## src/rtl/prg_monitor_pkg.sv

```systemverilog
// Shared constants and state encoding for the monitor-link programming master.
package prg_monitor_pkg;

  localparam logic [7:0] OP_WRITE = 8'h57;
  localparam logic [7:0] OP_READ  = 8'h52;
  localparam logic [7:0] ACK      = 8'h06;
  localparam logic [7:0] NAK      = 8'h15;

  typedef enum logic [2:0] {
    IDLE,
    ADDR,
    DATA,
    WRITE,
    RWAIT,
    RESP
  } state_t;

endpackage

```

## src/rtl/shift_pack32.sv

```systemverilog
// Packs four big-endian bytes into a 32-bit word; 'last' flags the byte that
// completes the word. 'clr' restarts the byte count but keeps the word value.
module shift_pack32 (
  input  logic        clk,
  input  logic        reset,
  input  logic        clr,
  input  logic        load,
  input  logic [7:0]  din,
  output logic [31:0] word,
  output logic        last
);

  logic [1:0] cnt;

  always_ff @(posedge clk) begin
    if (reset) begin
      word <= 32'h0;
      cnt  <= 2'd0;
    end else begin
      if (clr)
        cnt <= 2'd0;
      else if (load)
        cnt <= cnt + 2'd1;
      if (load)
        word <= {word[23:0], din};
    end
  end

  assign last = load && (cnt == 2'd3);

endmodule

```

## src/rtl/prg_bus_master.sv

```systemverilog
// Byte-stream command master for the data-memory programming port.
// Optional inter-byte timeout is enabled by defining PRG_TIMEOUT_EN.
module prg_bus_master
  import prg_monitor_pkg::*;
#(
  parameter int RD_LATENCY     = 2,
  parameter int TIMEOUT_CYCLES = 1000000
) (
  input  logic        clk,
  input  logic        reset,
  input  logic [7:0]  rx_data,
  input  logic        rx_valid,
  output logic        rx_ready,
  output logic [7:0]  tx_data,
  output logic        tx_valid,
  input  logic        tx_ready,
  output logic        prg_we,
  output logic [31:0] prg_addr,
  output logic [31:0] prg_wd,
  input  logic [31:0] prg_rd,
  output logic        busy
);

  if (RD_LATENCY < 1 || RD_LATENCY > 7 || TIMEOUT_CYCLES < 1) begin : g_bad_param
    $error("prg_bus_master: parameter out of range");
  end

  state_t      state;
  logic        is_read;
  logic [2:0]  lat_cnt;
  logic [23:0] resp_rest;
  logic [1:0]  resp_left;
  logic        rx_fire;
  logic        tx_fire;
  logic        addr_last;
  logic        data_last;
  logic        timeout_hit;

  assign rx_ready = (state == IDLE) || (state == ADDR) || (state == DATA);
  assign busy     = (state != IDLE);
  assign rx_fire  = rx_valid && rx_ready;
  assign tx_fire  = tx_valid && tx_ready;

  shift_pack32 u_addr (
    .clk   (clk),
    .reset (reset),
    .clr   (state == IDLE),
    .load  (rx_fire && (state == ADDR)),
    .din   (rx_data),
    .word  (prg_addr),
    .last  (addr_last)
  );

  shift_pack32 u_data (
    .clk   (clk),
    .reset (reset),
    .clr   (state == IDLE),
    .load  (rx_fire && (state == DATA)),
    .din   (rx_data),
    .word  (prg_wd),
    .last  (data_last)
  );

`ifdef PRG_TIMEOUT_EN
  localparam int TO_W = ($clog2(TIMEOUT_CYCLES + 1) > 20) ? $clog2(TIMEOUT_CYCLES + 1) : 20;

  logic [TO_W-1:0] to_cnt;
  logic            in_field;

  assign in_field    = (state == ADDR) || (state == DATA);
  assign timeout_hit = in_field && !rx_fire && (to_cnt == TO_W'(TIMEOUT_CYCLES));

  // Gap counter restarts on every accepted byte and only runs mid-command.
  always_ff @(posedge clk) begin
    if (reset || rx_fire || !in_field)
      to_cnt <= '0;
    else
      to_cnt <= to_cnt + 1'b1;
  end
`else
  assign timeout_hit = 1'b0;
`endif

  always_ff @(posedge clk) begin
    if (reset) begin
      state     <= IDLE;
      is_read   <= 1'b0;
      lat_cnt   <= 3'd0;
      resp_rest <= 24'h0;
      resp_left <= 2'd0;
      tx_data   <= 8'h00;
      tx_valid  <= 1'b0;
      prg_we    <= 1'b0;
    end else begin
      prg_we <= 1'b0;
      case (state)
        IDLE: begin
          if (rx_fire) begin
            if (rx_data == OP_WRITE || rx_data == OP_READ) begin
              is_read <= (rx_data == OP_READ);
              state   <= ADDR;
            end else begin
              tx_data   <= NAK;
              tx_valid  <= 1'b1;
              resp_left <= 2'd0;
              state     <= RESP;
            end
          end
        end
        ADDR: begin
          lat_cnt <= 3'd0;
          if (addr_last) begin
            state <= is_read ? RWAIT : DATA;
          end else if (timeout_hit) begin
            tx_data   <= NAK;
            tx_valid  <= 1'b1;
            resp_left <= 2'd0;
            state     <= RESP;
          end
        end
        DATA: begin
          if (data_last) begin
            prg_we <= 1'b1;
            state  <= WRITE;
          end else if (timeout_hit) begin
            tx_data   <= NAK;
            tx_valid  <= 1'b1;
            resp_left <= 2'd0;
            state     <= RESP;
          end
        end
        WRITE: begin
          tx_data   <= ACK;
          tx_valid  <= 1'b1;
          resp_left <= 2'd0;
          state     <= RESP;
        end
        RWAIT: begin
          // Read data is valid in the final wait cycle of the RAM latency.
          if (lat_cnt == 3'(RD_LATENCY - 1)) begin
            tx_data   <= prg_rd[31:24];
            resp_rest <= prg_rd[23:0];
            tx_valid  <= 1'b1;
            resp_left <= 2'd3;
            state     <= RESP;
          end else begin
            lat_cnt <= lat_cnt + 3'd1;
          end
        end
        RESP: begin
          if (tx_fire) begin
            if (resp_left == 2'd0) begin
              tx_valid <= 1'b0;
              state    <= IDLE;
            end else begin
              tx_data   <= resp_rest[23:16];
              resp_rest <= {resp_rest[15:0], 8'h00};
              resp_left <= resp_left - 2'd1;
            end
          end
        end
        default: state <= IDLE;
      endcase
    end
  end

endmodule

```

## config.mk

```make
export PLATFORM = sky130hd
export DESIGN_NAME = prg_bus_master
export DESIGN_NICKNAME = d
export VERILOG_FILES = /design/src/rtl/prg_monitor_pkg.sv /design/src/rtl/shift_pack32.sv /design/src/rtl/prg_bus_master.sv
export SDC_FILE = /design/constraint.sdc
export NUM_CORES = 1
export LEC_CHECK = 0
export BUFFER_PORTS_ARGS = -buffer_cell sky130_fd_sc_hd__buf_2
export CAP_MARGIN = 20
export CORE_UTILIZATION = 50
export CTS_CLUSTER_SIZE = 28
export DETAILED_ROUTE_END_ITERATION = 6
export PLACE_DENSITY = 0.76
export RECOVER_POWER = 50
export SYNTH_ARGS = -nofsm -noshare
export SYNTH_HDL_FRONTEND = slang
export SYNTH_HIERARCHICAL = 1
export SYNTH_SLANG_ARGS = --single-unit
export TNS_END_PERCENT = 100
```

## constraint.sdc

```tcl
create_clock -name clk -period 4 [get_ports clk]
set_input_delay 0.8 -clock clk [delete_from_list [all_inputs] [get_ports clk]]
set_output_delay 0.8 -clock clk [all_outputs]
set_load 0.01 [all_outputs]
```

Word level (Yosys, flattened, before mapping)
Cells that the tools add are included.
{"block": "word_totals", "register_bits": 111, "latch_bits": 0, "ram_bits": 0, "mem_bits_ro": 0, "in_bits": 44, "out_inout_bits": 76, "elab_cells": 93, "n_memories": 0}
{"block": "classes", "add_sub_neg": 4, "n_mul": 0, "div_mod_pow": 0, "order_cmp": 0, "eq_ne": 19, "n_shift": 0, "muxes": 34, "n_bitwise": 1, "reduce_logical": 23}
{"cell": "$mux 24", "count": 3}
{"cell": "$pmux 24 s2", "count": 1}
{"cell": "$mux 8", "count": 5}
{"cell": "$pmux 8 s4", "count": 1}
{"cell": "$mux 3", "count": 9}
{"cell": "$ne 2x2->1 const B", "count": 9}
{"cell": "$pmux 3 s6", "count": 1}
{"cell": "$reduce_and 6->1", "count": 3}
{"cell": "$eq 8x7->1 const B", "count": 2}
{"cell": "$mux 2", "count": 5}
{"cell": "$pmux 2 s4", "count": 1}
{"cell": "$eq 3x1->1 const B", "count": 2}
{"cell": "$eq 3x2->1 const B", "count": 2}
{"cell": "$eq 3x3->1 const B", "count": 2}
{"cell": "$logic_and 1x1->1", "count": 6}
{"cell": "$mux 1", "count": 6}
{"cell": "$pmux 3 s2", "count": 1}
{"cell": "$add 2x1->2 const B", "count": 2}
{"cell": "$eq 2x2->1 const B", "count": 2}
{"cell": "$pmux 1 s4", "count": 1}
{"cell": "$reduce_and 4->1", "count": 1}
{"cell": "$reduce_bool 2->1", "count": 2}
{"cell": "$reduce_bool 4->1", "count": 1}
{"cell": "$reduce_or 2->1", "count": 2}
{"cell": "9 further kinds", "count": 11}

Longest topological paths before layout
Gate-level depths: netlist (run 1).
{"block": "depth", "depth_word": 8, "ltp_mapped": 13, "depth_no_buf": 8}

Cells and area by module
The synthesis (run 1) kept the hierarchy.
{"module": "shift_pack32", "n_inst": 2, "cells_each": 112, "area_each_um2": 1257.5, "seq_area_each_um2": 680.7}
{"module": "prg_bus_master", "n_inst": 1, "cells_each": 258, "area_each_um2": 2374.8, "seq_area_each_um2": 860.8}

Least setup slack after synthesis (run 1)
No wires, ideal clock.
{"block": "synth_timing", "path_type": "reg2reg", "start": "register state[0]", "end": "register state[2]", "setup_time_ns": 0.128, "arrival_time_ns": 2.035, "required_time_ns": 3.872, "slack_ns": 1.837, "path_stages_with_launch": 14, "n_path_buf": 5, "period_less_slack_ns": 2.163, "path_cell_list": "dfxtp_1 -> buf_4 -> buf_2 -> buf_2 -> nor2_1 -> and3_1 -> buf_6 -> buf_12 -> and2_1 -> nand2b_1 -> nor2_1 -> a21oi_1 -> a32oi_1 -> nor2_1"}
{"block": "synth_via", "elab_chain_len": 8, "elab_cells_between_ends": 21, "classes_between": "eq/ne (11); mux (1); reduce/logical (9)"}
{"item": "start: declaration", "line": "prg_bus_master.sv:28", "rtl": "state_t state;"}
{"item": "start signal: assignment", "line": "prg_bus_master.sv:113", "rtl": "state <= is_read ? RWAIT : DATA;"}
{"item": "$eq 3x1->1 or $logic_not 3->1 (tied branches)", "line": "prg_bus_master.sv:39", "rtl": "assign rx_ready = (state == IDLE) || (state == ADDR) || (state == DATA);"}
{"item": "$logic_or 1x1->1 (2 in a row)", "line": "prg_bus_master.sv:39"}
{"item": "$logic_and 1x1->1", "line": "prg_bus_master.sv:41", "rtl": "assign rx_fire = rx_valid && rx_ready;"}
{"item": "$logic_and 1x1->1 (*)", "line": "prg_bus_master.sv:58", "rtl": ".load (rx_fire && (state == DATA)),"}
{"item": "$logic_and 1x1->1 (*)", "line": "shift_pack32.sv:29", "rtl": "assign last = load && (cnt == 2'd3);"}
{"item": "named net data_last", "line": "prg_bus_master.sv:36", "rtl": "logic data_last;"}
{"item": "$ne 2x2->1 (no line) (*)"}
{"item": "$reduce_and 6->1 (no line) (*)"}
The timed path passes the listed nets; every way through them passes the cells marked *.
A chain may end at the register's enable or synchronous reset.

Final worst setup path (run 1)
{"block": "layout_timing", "start": "register state[2]", "end": "register resp_rest[8]"}
{"block": "layout_via", "elab_chain_len": 3, "elab_cells_between_ends": 8, "classes_between": "eq/ne (5); mux (1); reduce/logical (2)"}
{"item": "$eq 3x3->1", "line": "prg_bus_master.sv:96", "rtl": "case (state)"}
{"item": "$ne 2x2->1 (no line) or $reduce_bool 2->1 (tied branches)"}
{"item": "$reduce_and 4->1 (no line)"}
{"item": "end signal: assignment", "line": "prg_bus_master.sv:142", "rtl": "resp_rest <= prg_rd[23:0];"}
{"item": "end signal: assignment", "line": "prg_bus_master.sv:157", "rtl": "resp_rest <= {resp_rest[15:0], 8'h00};"}
{"item": "end: declaration", "line": "prg_bus_master.sv:31", "rtl": "logic [23:0] resp_rest;"}
Several ways; a longest one is shown, not always the timed one.

==> impl_metrics.csv, run 1 <==
group,metric,value,unit
run_status,run_status,"complete, no violations",
clocking,cts_root_buffer,"sky130_fd_sc_hd__clkbuf_8",
synthesis,synth.top_cells.by_count,"111 x sky130_fd_sc_hd__dfxtp_1, 90 x sky130_fd_sc_hd__nor2_1, 74 x sky130_fd_sc_hd__mux2i_1, 23 x sky130_fd_sc_hd__nand2_1, 20 x sky130_fd_sc_hd__nand3_1",
detailed_routing,vias,3726,
hold_path,hold_class,"register to register",
detailed_routing,met3_length,320,um
placement,count_of_placed_standard_cells_including_taps,699,
clocking,hold_buffers,0,
pwr,report.power.total,2.81,mW
synthesis,synth_warnings,6,
grt,grt_pass1_vias,3280,
grt,globalRouteTotalUtil,20.0,%
layout,multi_input_area,2300,um2
clocking,count_of_clock_tree_sinks,111,
pwr,power_frac_clock,24.2,%
synthesis,ys_top_cells_by_area,"sky130_fd_sc_hd__dfxtp_1 45%, sky130_fd_sc_hd__mux2i_1 15%, sky130_fd_sc_hd__nor2_1 6.9%, sky130_fd_sc_hd__a311oi_2 4.6%, sky130_fd_sc_hd__buf_12 3.3%",
synthesis,ys_seq_elements,111,
layout,postLayoutCoreUtil,58.4,%
timing,timing_worst_slew_pin_value,1.26,ns
grt,global_route.overflow_total,0,
detailed_routing,route.final.wire_length,10100,um
floorplanning,die-area,10200,um2
timing,rsz0062_at_grt,"no",
clocking,cts_buf_count,9,
setup_path,critical_path.n_buffers_inverters,2,
synthesis,synth.lib_cells_used.distinct,55,
pwr,net-switching-power,1.02,mW
setup_path,critical_path.startpoint_type,"register",
setup_path,critical_path_required,4.28,ns
detailed_routing,wl_met2,4870,um
setup_path,delay_of_the_slowest_cell_on_the_worst_path,0.93,ns
clocking,cts_setup_buffers,0,
timing,finalHoldViolCount,0,
timing,period_needed,2.82,ns
grt,pin_count_of_the_biggest_net_entering_global_routing,60,
synthesis,synth.net_count,531,
synthesis,synth_edf_count,0,
detailed_routing,detail_route.drc_violations,0,
synthesis,yosysTopAreaCell,"sky130_fd_sc_hd__dfxtp_1",
placement,gp_congestion,0.803,
timing,slew_headroom,16.1,%
synthesis,synth_flop_cell,"sky130_fd_sc_hd__dfxtp_1",
clocking,cts_max_level,3,
placement,post-dp-hpwl,6990,um
pwr,vdd_drop_max,0.241,mV
detailed_routing,wl_met1,4750,um
setup_path,cp_max_fo,32,
pwr,p_sw_share,36.4,%
floorplanning,die_height,101,um
clocking,clkSlewWorstSetupHoldPaths,0.11,ns
synthesis,synth-seq-area-share,45.4,%
layout,finalNetCount,630,
setup_path,critPathArrivalTime,3.10,ns
timing,final.setup.tns,0,ns
synthesis,async_flop_share,0,%
floorplanning,placementRows,35,
clocking,postCtsResizedCells,0,
detailed_routing,drt-vias-per-instance,5.21,
clocking,worst_skew_pair.late_latency,0.38,ns
setup_path,path_delay_family,"buffers and inverters",
job,maxCapViolations,0,
floorplanning,die_x,101,um
detailed_routing,detailedRoute.firstIterationViolations,152,
layout,layout_area_growth_over_synthesis,12.0,%
synthesis,top_count_cell_post_synth,"sky130_fd_sc_hd__dfxtp_1",
clocking,cts_tree,"built",
pwr,pwr-share-comb,29.9,%
layout,filler_cell_count,878,
timing,slew_viol_final,0,
synthesis,syn_inst,482,
layout,drive_gt1_share,19.5,%
layout,instances_no_fill,715,
setup_path,worstPathCellList,"nor2b_2 -> clkbuf_1 -> and2_1 -> buf_4 -> nor2_1 -> a311oi_1",
floorplanning,core_region_area,9370,um2
timing,timing.final.setup_violations,0,
detailed_routing,wl_per_cell,14.1,um
clocking,cts-root-to-sink-buffers,2,
timing,timing.final.crit_share,70.4,%
pwr,power-per-cell-area,513,nW/um2
grt,global_route_wire_length_before_repair,16100,um
pwr,leakage,1.93,nW
synthesis,synth_top_cell_area_share,45.4,%
floorplanning,initial_utilization,52.2,%
layout,antenna_cells,0,
setup_path,worst_path_max_delay_cell,"sky130_fd_sc_hd__clkbuf_1",
timing,max_clock_freq,355,MHz
grt,initial_antenna_violation_count,0,
synthesis,post_synthesis_cell_area,4890,um2
detailed_routing,detail-route-antenna-nets,0,
detailed_routing,firstDrtPassIters,4,
setup_path,critical_path.endpoint_type,"register",
pwr,cell_internal_power_dissipation,1.79,mW
floorplanning,ios,120,
synthesis,syn_area_per_cell,10.1,um2
pwr,pwr-share-seq,45.8,%
layout,register_area,2220,um2
setup_path,crit_type,"register to register",
timing,finalClockSkew,0.0155,ns
placement,numPortBuffers,119,
timing,worst_hold_slack,0.491,ns
detailed_routing,highest_layer,"met4",
[power by group through the flow]
stage | combinational [mW] | clock, mW | sequential, mW
2_1_floorplan | 0.751 | 0 | 1.29
3_3_place_gp | 0.832 | 0 | 1.31
3_5_place_dp | 0.854 | 0 | 1.31
4_1_cts | 0.862 | 0.704 | 1.29
5_1_grt | 0.924 | 0.757 | 1.30
6_report | 0.841 | 0.681 | 1.29
[state kept, by name, summed over array words and instances, names as in the netlist, 2 cells and up]
signal and count:
u_addr/word 32, u_data/cnt 2, resp_left 2, resp_rest 24
tx_data 8, lat_cnt 3, u_addr/cnt 2, state 3
u_data/word 32
[logic make-up (layout without fill, tap and decap cells)]
family | count (synthesis) | in the layout | synth area share (%)
compound gates | 58 | 58 | 12.1
xor+xnor | 4 | 4 | 0.717
fa+ha+maj | 5 | 5 | 1.28
buf+inv | 47 | 151 | 7.52
flops | 111 | 111 | 45.4
mux | 75 | 75 | 15.4
simple gates | 182 | 182 | 17.5
[cell type report]
class / count / share of cell area, %
clock buffer: 9 / 2.26
clock inverter: 7 / 1.51
inverter: 10 / 0.686
multi-input combinational: 324 / 42.0
sequential: 111 / 40.6
tap: 129 / 2.95
timing repair buffer: 125 / 9.99
[metal layers]
metal,GRT usage (%),vias to the layer above
met5,0,-
met4,7.80,0
met3,3.68,13
met2,30.6,69
met1,27.8,1774
li1,-,1870
[per-stage QoR]
stage | cell area (um2) | worst slack, ns
2_1_floorplan | 4890 | 1.84
3_3_place_gp | 5370 | 1.66
3_5_place_dp | 5370 | 1.60
4_1_cts | 5580 | 1.43
5_1_grt | 5480 | 0.907
6_report | 5480 | 1.18
[path summary, 6_finish.rpt]
path	slack (ns)	end	depth (start not counted)	from
max	1.18	resp_rest[8]$_SDFFE_PP0P_	6	state[2]$_SDFFE_PP0P_
min	0.49	tx_data[1]$_SDFFE_PP0P_	2	tx_data[1]$_SDFFE_PP0P_
max reg2reg	1.18	resp_rest[8]$_SDFFE_PP0P_	6	state[2]$_SDFFE_PP0P_
min reg2reg	0.49	tx_data[1]$_SDFFE_PP0P_	2	tx_data[1]$_SDFFE_PP0P_
[worst register-to-register path: stages (launching register included)]
cell and delay, ns:
sky130_fd_sc_hd__dfxtp_1 0.61, sky130_fd_sc_hd__nor2b_2 0.22, sky130_fd_sc_hd__clkbuf_1 0.93, sky130_fd_sc_hd__and2_1 0.25, sky130_fd_sc_hd__buf_4 0.41, sky130_fd_sc_hd__nor2_1 0.09
sky130_fd_sc_hd__a311oi_1 0.23
[cell usage in the layout (no fill, tap or decap), drive strengths merged, types with 2 or more instances in the layout]
master  count
dfxtp     111
nor2      104
clkbuf     84
mux2i      74
buf        50
nand2      25
nand3      20
a311oi     17
inv        14
nor3       11
a21oi       8
a22oi       8
o32ai       6
ha          5
and2        5
o21ai       5
nand2b      3
xnor2       3
a31oi       3
clkinv      3
o221a       2
nand4       2
o31ai       2
and3        2
nor2b       2
No activity file was read; power rests on OpenSTA's default activity.
==> run 2, diff against run 1 <==
--- a/config.mk
+++ b/config.mk
@@ -7,7 +7,7 @@
 export LEC_CHECK = 0
 export BUFFER_PORTS_ARGS = -buffer_cell sky130_fd_sc_hd__buf_2
 export CAP_MARGIN = 20
-export CORE_UTILIZATION = 50
+export CORE_UTILIZATION = 48
 export CTS_CLUSTER_SIZE = 28
 export DETAILED_ROUTE_END_ITERATION = 6
 export PLACE_DENSITY = 0.76
==> constraint.sdc (replaced) <==
create_clock -name clk -period 2.5 [get_ports clk]
set_input_delay 0.5 -clock clk [delete_from_list [all_inputs] [get_ports clk]]
set_output_delay 0.5 -clock clk [all_outputs]
set_load 0.01 [all_outputs]
==> run 2 against run 1 <==
Compared with the run above: sequential cell count unchanged; sequential share of layout area decreased by 0.44 points; combinational power increased by 68%; final area increased by 1.2%; clock power increased by 56%.
==> impl_metrics.csv, run 2 (same netlist as run 1, synthesis figures left out) <==
group,metric,value,unit
layout,layout_common_cells,"110 x sky130_fd_sc_hd__dfxtp_1, 90 x sky130_fd_sc_hd__nor2_1, 75 x sky130_fd_sc_hd__clkbuf_1",
grt,global_route_wire_length_before_repair,16600,um
floorplanning,die_x,103,um
pwr,power_frac_clock,23.2,%
detailed_routing,drt-vias-per-instance,5.23,
detailed_routing,firstDrtPassIters,4,
clocking,worst_skew_pair.late_latency,0.38,ns
timing,slew_viol_final,0,
setup_path,worst_path_max_delay_cell,"sky130_fd_sc_hd__clkbuf_2",
layout,finalNetCount,634,
clocking,postCtsResizedCells,0,
timing,timing.final.setup_violations,0,
grt,globalRouteTotalUtil,20.1,%
run_status,run_status,"complete, no violations",
pwr,cell_internal_power_dissipation,2.90,mW
detailed_routing,vias,3781,
placement,numPortBuffers,119,
detailed_routing,detail-route-antenna-nets,0,
clocking,clkSlewWorstSetupHoldPaths,0.12,ns
floorplanning,initial_utilization,49.8,%
setup_path,worstPathCellList,"nor2_1 -> and3_2 -> clkbuf_2 -> mux2i_1 -> nor2_1",
timing,finalHoldViolCount,0,
grt,global_route.overflow_total,0,
pwr,p_sw_share,36.3,%
setup_path,delay_of_the_slowest_cell_on_the_worst_path,0.82,ns
layout,antenna_cells,0,
timing,slew_headroom,27.0,%
setup_path,cp_max_fo,34,
timing,worst_hold_slack,0.384,ns
layout,layout_area_growth_over_synthesis,13.3,%
hold_path,hold_class,"primary input to register",
grt,pin_count_of_the_biggest_net_entering_global_routing,72,
grt,initial_antenna_violation_count,0,
clocking,cts_buf_count,9,
timing,max_clock_freq,451,MHz
floorplanning,die-area,10600,um2
floorplanning,ios,120,
setup_path,setup_slack_on_the_worst_flop_to_flop_path,0.28,ns
job,maxCapViolations,0,
detailed_routing,route.final.wire_length,10500,um
detailed_routing,wl_per_cell,14.5,um
layout,drive_gt1_share,20.2,%
setup_path,critical_path_required,2.76,ns
layout,layout_commonest_cell,"sky130_fd_sc_hd__dfxtp_1",
setup_path,timing.critical_path.mode_cell,"sky130_fd_sc_hd__nor2_1",
layout,layout_top_registers,"u_addr/word (32), u_data/word (32), resp_rest (24)",
clocking,cts_tree,"built",
floorplanning,die_height,103,um
pwr,pwr-share-comb,31.1,%
setup_path,critical_path.startpoint_type,"register",
pwr,power-per-cell-area,821,nW/um2
timing,timing.final.crit_share,88.7,%
pwr,report.power.total,4.55,mW
setup_path,critPathArrivalTime,2.48,ns
clocking,cts-root-to-sink-buffers,2,
clocking,count_of_clock_tree_sinks,111,
pwr,leakage,1.95,nW
pwr,net-switching-power,1.65,mW
detailed_routing,detail_route.drc_violations,0,
setup_path,critical_path.endpoint_type,"register",
floorplanning,core_region_area,9820,um2
setup_path,crit_path_end,"u_data/word[18]$_SDFFE_PP0P_",
clocking,cts_root_buffer,"sky130_fd_sc_hd__clkbuf_8",
floorplanning,placementRows,36,
timing,finalWorstSetupSlack,0.282,ns
setup_path,r2r_start,"state[2]$_SDFFE_PP0P_",
clocking,cts_max_level,3,
clocking,cts_setup_buffers,0,
timing,period_needed,2.22,ns
placement,gp_congestion,0.801,
pwr,pwr-share-seq,45.7,%
pwr,vdd_drop_max,0.431,mV
timing,rsz0062_at_grt,"no",
setup_path,crit_type,"register to register",
clocking,hold_buffers,0,
timing,final.setup.tns,0,ns
detailed_routing,detailedRoute.firstIterationViolations,187,
timing,finalClockSkew,0.0153,ns
setup_path,worstSetupStartpoint,"state[2]$_SDFFE_PP0P_",
timing,timing_worst_slew_pin_value,1.10,ns
setup_path,r2r-end,"u_data/word[18]$_SDFFE_PP0P_",
setup_path,reg2reg_depth,5,
placement,preCtsSetupSlack,0.536,ns
placement,post-dp-hpwl,7350,um
grt,grt_pass1_vias,3479,
==> run 2: stage by stage <==
step           instances  instance area (um2)  util [%]
6_report             723                 5540      56.4
5_1_grt              723                 5540      56.4
4_1_cts              723                 5640      57.5
3_5_place_dp         707                 5440      55.4
3_3_place_gp         707                 5440      55.4
2_1_floorplan        482                 4890         -
==> run 2: worst min path at each step <==
stage	start	slack (ns)	cells past startpoint	end
2_1_floorplan	resp_left[1]$_SDFFE_PP0P_	0.46	2	resp_left[1]$_SDFFE_PP0P_
3_3_place_gp	tx_data[1]$_SDFFE_PP0P_	0.46	2	tx_data[1]$_SDFFE_PP0P_
3_5_place_dp	u_data/word[25]$_SDFFE_PP0P_	0.48	2	u_data/word[25]$_SDFFE_PP0P_
4_1_cts	rx_data[3]	0.38	3	u_addr/word[3]$_SDFFE_PP0P_
5_1_grt	rx_data[4]	0.39	3	u_data/word[4]$_SDFFE_PP0P_
6_report	rx_data[3]	0.38	3	u_addr/word[3]$_SDFFE_PP0P_
==> run 2: routing by layer <==
layer	global-route usage (%)	up-vias	wire, um
li1	-	1886	-
met1	28.0	1766	4940
met2	31.0	112	4880
met3	3.80	17	541
met4	7.37	0	151
met5	0	-	0
==> run 2: cell type report <==
type / count / area [um2]
inverter: 10 / 37.5
fill: 947 / 4280
timing repair buffer: 129 / 612
multi-input combinational: 324 / 2300
tap: 133 / 166
sequential: 111 / 2220
clock inverter: 7 / 75.1
clock buffer: 9 / 124
==> run 2: power groups by stage <==
stage                     Clock (mW)  Combinational (mW)  Sequential [mW]
after detailed placement           0                1.42             2.11
after global placement             0                1.38             2.10
final                           1.06                1.41             2.08
after global routing            1.15                1.53             2.10
after CTS                       1.09                1.43             2.07
after floorplan                    0                1.20             2.06
==> run 2: worst max-delay path: cells and delay by family, from the launching register on <==
family	cells	cell delay, ns
mux	1	0.30
flops	1	0.46
buf+inv	1	0.82
simple gates	3	0.50
